[src/rtl/spi_master_ctrl.sv]
// rtl/spi_master_ctrl.sv - SPI master framing {op,data} words to the slave/RAM block; optional read-order check via `SPI_MASTER_RD_ORDER_EN
module spi_master_ctrl #(
  parameter int TURNAROUND = 2,  // idle cycles between last MOSI bit and first MISO sample (1..15)
  parameter int GAP        = 1   // cycles ss_n is held high between frames (1..7)
) (
  input  logic       clk,
  input  logic       rst,
  input  logic       cmd_valid,
  output logic       cmd_ready,
  input  logic [1:0] cmd_op,
  input  logic [7:0] cmd_data,
  output logic [7:0] rd_data,
  output logic       rd_valid,
  output logic       busy,
`ifdef SPI_MASTER_RD_ORDER_EN
  output logic       err,
`endif
  output logic       ss_n,
  output logic       MOSI,
  input  logic       MISO
);

  typedef enum logic [2:0] {
    ST_IDLE,
    ST_START,
    ST_CMD,
    ST_SHIFT,
    ST_TURN,
    ST_RECV,
    ST_GAP
  } state_t;

  localparam logic [3:0] SHIFT_LAST = 4'd9;
  localparam logic [3:0] RECV_LAST  = 4'd7;
  localparam logic [3:0] TURN_LAST  = 4'(TURNAROUND - 1);
  localparam logic [3:0] GAP_LAST   = 4'(GAP - 1);

  state_t      state_q, state_d;
  logic [3:0]  cnt_q, cnt_d;
  logic [9:0]  sr_q, sr_d;
  logic        is_rd_q, is_rd_d;
  logic [6:0]  rx_q, rx_d;
  logic [7:0]  rd_data_q, rd_data_d;
  logic        rd_valid_q, rd_valid_d;
  logic        ss_n_q, ss_n_d;
  logic        mosi_q, mosi_d;
  logic        busy_q, busy_d;
  logic        cmd_ready_q, cmd_ready_d;
  logic        launch;
`ifdef SPI_MASTER_RD_ORDER_EN
  logic        flag_q, flag_d;
  logic        err_q, err_d;
`endif

  // Next-state logic; every output register is computed from the state being entered
  always_comb begin
    state_d    = state_q;
    cnt_d      = cnt_q;
    sr_d       = sr_q;
    is_rd_d    = is_rd_q;
    rx_d       = rx_q;
    rd_data_d  = rd_data_q;
    rd_valid_d = 1'b0;
    launch     = 1'b0;
`ifdef SPI_MASTER_RD_ORDER_EN
    flag_d     = flag_q;
    err_d      = 1'b0;
`endif

    case (state_q)
      ST_IDLE: begin
        if (cmd_valid) begin
`ifdef SPI_MASTER_RD_ORDER_EN
          // A read-data without a preceding read-addr is dropped and flagged
          if (cmd_op == 2'b11 && !flag_q) begin
            err_d = 1'b1;
          end else begin
            if (cmd_op == 2'b10) begin
              flag_d = 1'b1;
            end else if (cmd_op == 2'b11) begin
              flag_d = 1'b0;
            end
            launch = 1'b1;
          end
`else
          launch = 1'b1;
`endif
        end
      end

      ST_START: begin
        state_d = ST_CMD;
      end

      ST_CMD: begin
        // The first word bit is launched on the way into SHIFT, so shift here too
        sr_d    = {sr_q[8:0], 1'b0};
        cnt_d   = 4'd0;
        state_d = ST_SHIFT;
      end

      ST_SHIFT: begin
        sr_d = {sr_q[8:0], 1'b0};
        if (cnt_q == SHIFT_LAST) begin
          cnt_d   = 4'd0;
          state_d = is_rd_q ? ST_TURN : ST_GAP;
        end else begin
          cnt_d = cnt_q + 4'd1;
        end
      end

      ST_TURN: begin
        if (cnt_q == TURN_LAST) begin
          cnt_d   = 4'd0;
          state_d = ST_RECV;
        end else begin
          cnt_d = cnt_q + 4'd1;
        end
      end

      ST_RECV: begin
        // Partial bits stay in rx_q; rd_data only ever sees a complete byte
        rx_d = {rx_q[5:0], MISO};
        if (cnt_q == RECV_LAST) begin
          rd_data_d  = {rx_q, MISO};
          rd_valid_d = 1'b1;
          cnt_d      = 4'd0;
          state_d    = ST_GAP;
        end else begin
          cnt_d = cnt_q + 4'd1;
        end
      end

      ST_GAP: begin
        if (cnt_q == GAP_LAST) begin
          cnt_d   = 4'd0;
          state_d = ST_IDLE;
        end else begin
          cnt_d = cnt_q + 4'd1;
        end
      end

      default: begin
        cnt_d   = 4'd0;
        state_d = ST_IDLE;
      end
    endcase

    if (launch) begin
      sr_d    = {cmd_op, cmd_data};
      is_rd_d = (cmd_op == 2'b11);
      cnt_d   = 4'd0;
      state_d = ST_START;
    end

    ss_n_d      = (state_d == ST_IDLE) || (state_d == ST_GAP);
    mosi_d      = ((state_d == ST_CMD) || (state_d == ST_SHIFT)) ? sr_q[9] : 1'b0;
    busy_d      = (state_d != ST_IDLE);
    cmd_ready_d = (state_d == ST_IDLE);
  end

  // State, datapath and registered outputs; reset releases the slave at once
  always_ff @(posedge clk or posedge rst) begin
    if (rst) begin
      state_q     <= ST_IDLE;
      cnt_q       <= 4'd0;
      sr_q        <= 10'd0;
      is_rd_q     <= 1'b0;
      rx_q        <= 7'd0;
      rd_data_q   <= 8'h00;
      rd_valid_q  <= 1'b0;
      ss_n_q      <= 1'b1;
      mosi_q      <= 1'b0;
      busy_q      <= 1'b0;
      cmd_ready_q <= 1'b1;
    end else begin
      state_q     <= state_d;
      cnt_q       <= cnt_d;
      sr_q        <= sr_d;
      is_rd_q     <= is_rd_d;
      rx_q        <= rx_d;
      rd_data_q   <= rd_data_d;
      rd_valid_q  <= rd_valid_d;
      ss_n_q      <= ss_n_d;
      mosi_q      <= mosi_d;
      busy_q      <= busy_d;
      cmd_ready_q <= cmd_ready_d;
    end
  end

`ifdef SPI_MASTER_RD_ORDER_EN
  // Read-order flag and its error pulse
  always_ff @(posedge clk or posedge rst) begin
    if (rst) begin
      flag_q <= 1'b0;
      err_q  <= 1'b0;
    end else begin
      flag_q <= flag_d;
      err_q  <= err_d;
    end
  end

  assign err = err_q;
`endif

  assign cmd_ready = cmd_ready_q;
  assign rd_data   = rd_data_q;
  assign rd_valid  = rd_valid_q;
  assign busy      = busy_q;
  assign ss_n      = ss_n_q;
  assign MOSI      = mosi_q;

endmodule

[config.mk]
export PLATFORM = sky130hd
export DESIGN_NAME = spi_master_ctrl
export DESIGN_NICKNAME = d
export VERILOG_FILES = /design/src/rtl/spi_master_ctrl.sv
export SDC_FILE = /design/constraint.sdc
export NUM_CORES = 1
export LEC_CHECK = 0
export BUFFER_PORTS_ARGS = -buffer_cell sky130_fd_sc_hd__buf_4
export CELL_PAD_IN_SITES_DETAIL_PLACEMENT = 0
export CELL_PAD_IN_SITES_GLOBAL_PLACEMENT = 1
export CORE_ASPECT_RATIO = 1.25
export CORE_MARGIN = 2
export CORE_UTILIZATION = 43
export DETAILED_ROUTE_END_ITERATION = 10
export PLACE_DENSITY = 0.78
export SLEW_MARGIN = 20
export SYNTH_ARGS = -nofsm -noshare
export SYNTH_HDL_FRONTEND = slang
export SYNTH_SLANG_ARGS = --single-unit
[constraint.sdc]
create_clock -name clk -period 4.4 [get_ports clk]
set_clock_uncertainty 0.1 [all_clocks]
set_input_delay 0.66 -clock clk [delete_from_list [all_inputs] [get_ports clk]]
set_output_delay 0.66 -clock clk [all_outputs]
set_load 0.01 [all_outputs]
After elaboration in Yosys (flattened, before gate mapping)
Cells that the tools add are included.
Storage, ports and cells
  bits in registers: 38
  bits of input ports: 14
  output and inout port bits: 13
  logic and storage cells: 56
Operators by class
  $add $sub $neg: 1
  equal/unequal tests: 14
  muxes and demuxes: 20
  reduce and logical (&&, ||, !) cells: 10
Operators by type and width (count)
  one-hot mux 3 bit (7 select lines): 1
  two-way mux 10 bit: 2
  two-way mux 4 bit: 5
  one-hot mux 4 bit (5 select lines): 1
  two-way mux 3 bit: 5
  equality test 3 x 2 -> 1 bit (second input constant): 4
  equality test 3 bit (second input constant): 4
  logical NOT 3 bit: 2
  two-way mux 1 bit: 5
  adder 4 x 1 -> 4 bit (second input constant): 1
  equality test 4 x 1 -> 1 bit (second input constant): 1
  equality test 4 x 3 -> 1 bit (second input constant): 1
  equality test 4 bit (second input constant): 1
  logical NOT 4 bit: 1
  OR reduction 2 bit: 2
  equality test 3 x 1 -> 1 bit (second input constant): 1
  nonzero test 3 bit: 1
  equality test 2 bit (second input constant): 1
  logical OR 1 bit: 2
  two-way mux 2 bit: 1
  inequality test 2 x 1 -> 1 bit (second input constant): 1
  AND reduction 2 bit: 1
  nonzero test 2 bit: 1

Longest topological paths before layout
  word-level depth: 7
  gate-level depth with buffers: 6
  depth with buffers taken out: 6

Worst setup path after synthesis
Ideal clock, no wire load.
  kind: register to register
  start point: register cnt_q[1]
  end point: register busy_q, in the netlist busy
  setup time: 124 ps
  data arrival time: 1627 ps
  data required time: 4176 ps
  setup slack: 2548 ps
  cell stages (with the launch flop): 7
  buffers on the path: 0
  clock period less this slack: 1852 ps
  path through: dfrtp_1 inv_1 ha_1 nand3b_1 and3_4 or4_4 or2_1
On the way
  cells in the longest elaborated chain, start to end: 5
  elaborated cells between the ends (all ways): 11
  those cells by class: eq/ne (3); mux (6); reduce/logical (2)
Ends and longest elaborated chain
  start: declaration: RTL line 39  | logic [3:0] cnt_q, cnt_d;
  start signal: assignment: RTL line 178  | cnt_q <= cnt_d;
  equality test 4 x 3 -> 1 bit, or another cell as far along: RTL line 124  | if (cnt_q == RECV_LAST) begin
  two-way mux 3 bit, on equally long branches
  one-hot mux 3 bit (7 select lines) (*): RTL line 70  | case (state_q)
  two-way mux 3 bit (*): RTL line 149  | if (launch) begin
  net state_d[1]: RTL line 38  | state_t state_q, state_d;
  nonzero test 3 bit (*): RTL line 158  | busy_d = (state_d != ST_IDLE);
  net busy_d: RTL line 47  | logic busy_q, busy_d;
  end signal: assignment: RTL line 186  | busy_q <= busy_d;
  end: declaration: RTL line 47
Mark *: on every way through the listed nets, which the timed path passes. The rest lies on a longest branch.
A chain may end at the register's enable or synchronous reset.

Worst setup path in the final report
  start point: register state_q[2]
  end point: register rd_data_q[3], in the netlist rd_data[3]
On the way
  cells in the longest elaborated chain, start to end: 2
Ends and longest elaborated chain
  start: declaration: RTL line 38
  start signal: assignment: RTL line 177  | state_q <= state_d;
  equality test 3 bit: RTL line 70
  AND reduction 2 bit (no line)
  end signal: assignment: RTL line 182  | rd_data_q <= rd_data_d;
  end: declaration: RTL line 43  | logic [7:0] rd_data_q, rd_data_d;
Every way passes these cells.

==> out/qor.yml <==
layout:
  finalNetCount: 193
  layout_commonest_cell: "dfrtp_1"
  final_core_util_pct: 53.6
  area_growth_syn_to_layout_pct: 18.7
  drive_gt1_share_pct: 32.2
  antennaDiodeCount: 0
  final_cell_mix: "dfrtp_1, buf_4, nand2_1"
power_and_ir_drop:
  peakVddDrop_mv: 0.320
  p_total_mw: 1.03
  p_leak_nw: 1.02
  p_per_area_nw_per_um2: 502
global_route:
  grt_pass1_vias: 1161
  grt_overflow_total: 0
  grt_pass1_wl_um: 5470
  antenna_found_initial: 0
  grt_max_degree: 39
  track_usage_pct: 16.8
min_path:
  hold_class: "in2async"
clock_network:
  postCtsSetupBuffers: 0
  holdBufCountCts: 0
  cts_htree_levels: 2
  cts-root-buf: "clkbuf_8"
  cts_sinks: 38
  cts_max_path_buffers: 2
  clk_latency_ns: 0.28
  clk_pin_slew_ns: 0.08
  cts-resized-gates: 0
  cts_tree: "yes"
  cts-buffers-inserted: 5
timing:
  tightest_slew_ns: 0.884
  rsz0062_at_grt: "false"
  setup_viol: 0
  fin_crit_ns: 2.43
  slew_headroom_pct: 41.0
  timing.final.hold_violations: 0
  holdWs_ns: 0.382
  maxSlewViolCount: 0
  max_freq_mhz: 411
  post-route-period-util_pct: 55.3
  totalNegativeSetupSlack_ns: 0
synthesis:
  synth_top_cell_by_area: "dfrtp_1"
  yosysSeqAreaShare_pct: 55.3
  syn_area_per_cell_sq_um: 11.6
  netlist.area_leader.share_pct: 52.3
  synth_area_leaders: "dfrtp_1, mux2_2, nand2_1, a22oi_1, dfstp_2"
  synth_fa_ha_area_share_pct: 2.18
  postSynthCellCount: 149
  synth_cell_types: 38
  syn-num-nets: 166
  synth_top_family_by_area: "simple AND/OR/NAND/NOR gates"
  synthSimpleGateAreaFrac_pct: 17.9
  ys_seq_elements: 38
  synth_xor_area_share_pct: 0.508
  muxShareOfSynthArea_pct: 12.1
  yosys_warnings: 0
  synth_compound_area_share_pct: 7.63
  synth_area_sq_um: 1720
critical_path:
  startpoint_type: "flop"
  critPathTopFamily: "simple AND/OR/NAND/NOR gates"
  reg2reg_to: "rd_data[3]"
  critPathBufInv: 0
  crit_path_max_fanout: 11
  criticalPathCategory: "reg2reg"
  r2r_start: "state_q[2]"
  cp.required_ns: 4.47
  arrival_ns: 2.50
  cpMaxStageDelayCell: "nor2b_1"
  reg2reg_slack_ns: 1.97
  r2r_cells: 3
  end_kind: "flop"
  path_cells: "nand3b_1 -> nor2b_1 -> mux2_2"
  cp_slowest_stage_delay_ns: 0.83
placement:
  dp.final_hpwl_um: 2240
  gp_congestion: 0.711
  io_buffers: 26
drt:
  postRouteWirelength_um: 3160
  drcViolationCount: 0
  ant_nets: 0
  avgViaCountPerCell: 4.97
  dr.pass1.iters: 4
  post_drt_wl_per_cell_um: 13.7
  num_vias: 1149
  drtIter0Drc: 47
die:
  core_sq_um: 3820
  die_x_um: 60.6
  ioPinCount: 27
  rows: 25
  initial_core_util_pct: 45.1
  die-area_sq_um: 4530
  die_h_um: 74.8
flow_run:
  maxCapViolations: 0
run_status:
  status: "complete, no violations"
## tightest hold or removal path, delay by kind of cell
kind	cells	cell delay, ns
buffers and inverters	3	0.54
## layout make-up
| class | count | area, sq um |
|---|---|---|
| sequential | 38 | 953 |
| multi-input combinational | 97 | 696 |
| timing repair buffer | 28 | 210 |
| fill | 373 | 1770 |
| inverter | 6 | 22.5 |
| tap | 54 | 67.6 |
| clock inverter | 2 | 12.5 |
| clock buffer | 6 | 82.6 |
## worst max-delay path by stage
stage	slack, ns	endpoint	startpoint	cells after the start
finish	1.97	rd_data[3]	state_q[2]	3
global route	1.79	MOSI	state_q[2]	4
floorplan	2.55	busy	cnt_q[1]	6
CTS	1.97	rd_data[3]	state_q[1]	3
global placement	2.11	rd_data[0]	state_q[1]	3
detailed placement	1.96	rd_data[3]	state_q[2]	3
## through the flow
| stage | instances | area, sq um | worst slack (ns) |
|---|---|---|---|
| 2_1_floorplan | 149 | 1720 | 2.55 |
| 3_3_place_gp | 223 | 1950 | 2.11 |
| 3_5_place_dp | 223 | 1950 | 1.96 |
| 4_1_cts | 231 | 2040 | 1.97 |
| 5_1_grt | 231 | 2040 | 1.79 |
| 6_report | 231 | 2040 | 1.97 |
## flip-flops by register name, indices dropped and copies added (netlist names)
name       cells
cmd_ready      1
cnt_q          4
sr_q          10
rd_valid       1
rx_q           7
state_q        3
busy           1
is_rd_q        1
MOSI           1
rd_data        8
ss_n           1
## kinds of logic (layout without fill, tap and decap cells)
logic type      Yosys count  in the layout
compound gates           20             20
xor+xnor                  1              1
fa+ha+maj                 3              3
buf+inv                  14             42
flops                    38             38
mux                      19             19
simple gates             54             54
## synth_stat cells (all sizes together)
master / instances
mux2i: 4
nor3b: 2
nor4: 1
nand3b: 2
buf: 5
o22ai: 1
dfstp: 2
a211oi: 2
a22oi: 8
ha: 3
nand3: 2
a31oi: 1
mux2: 15
or3b: 1
nor2: 7
o221ai: 1
or2: 1
xor2: 1
inv: 6
dfrtp: 36
clkbuf: 3
nor4b: 2
nand2b: 3
nor3: 3
a21oi: 1
nor2b: 3
o21ai: 6
or4: 1
nand2: 21
and3b: 2
and3: 3
## layer usage
layer  part of all wire, %  track usage (%)
met5                     0                0
met4                   1.5             6.76
met3                   2.9             5.15
met2                    52             26.6
met1                    44             21.3
## where the power goes
part | total (mW) | internal [mW] | switching (mW)
Combinational | 0.299 | 0.142 | 0.158
Sequential | 0.482 | 0.421 | 0.0610
Clock | 0.245 | 0.126 | 0.119
(Power assumes the default switching activity.)
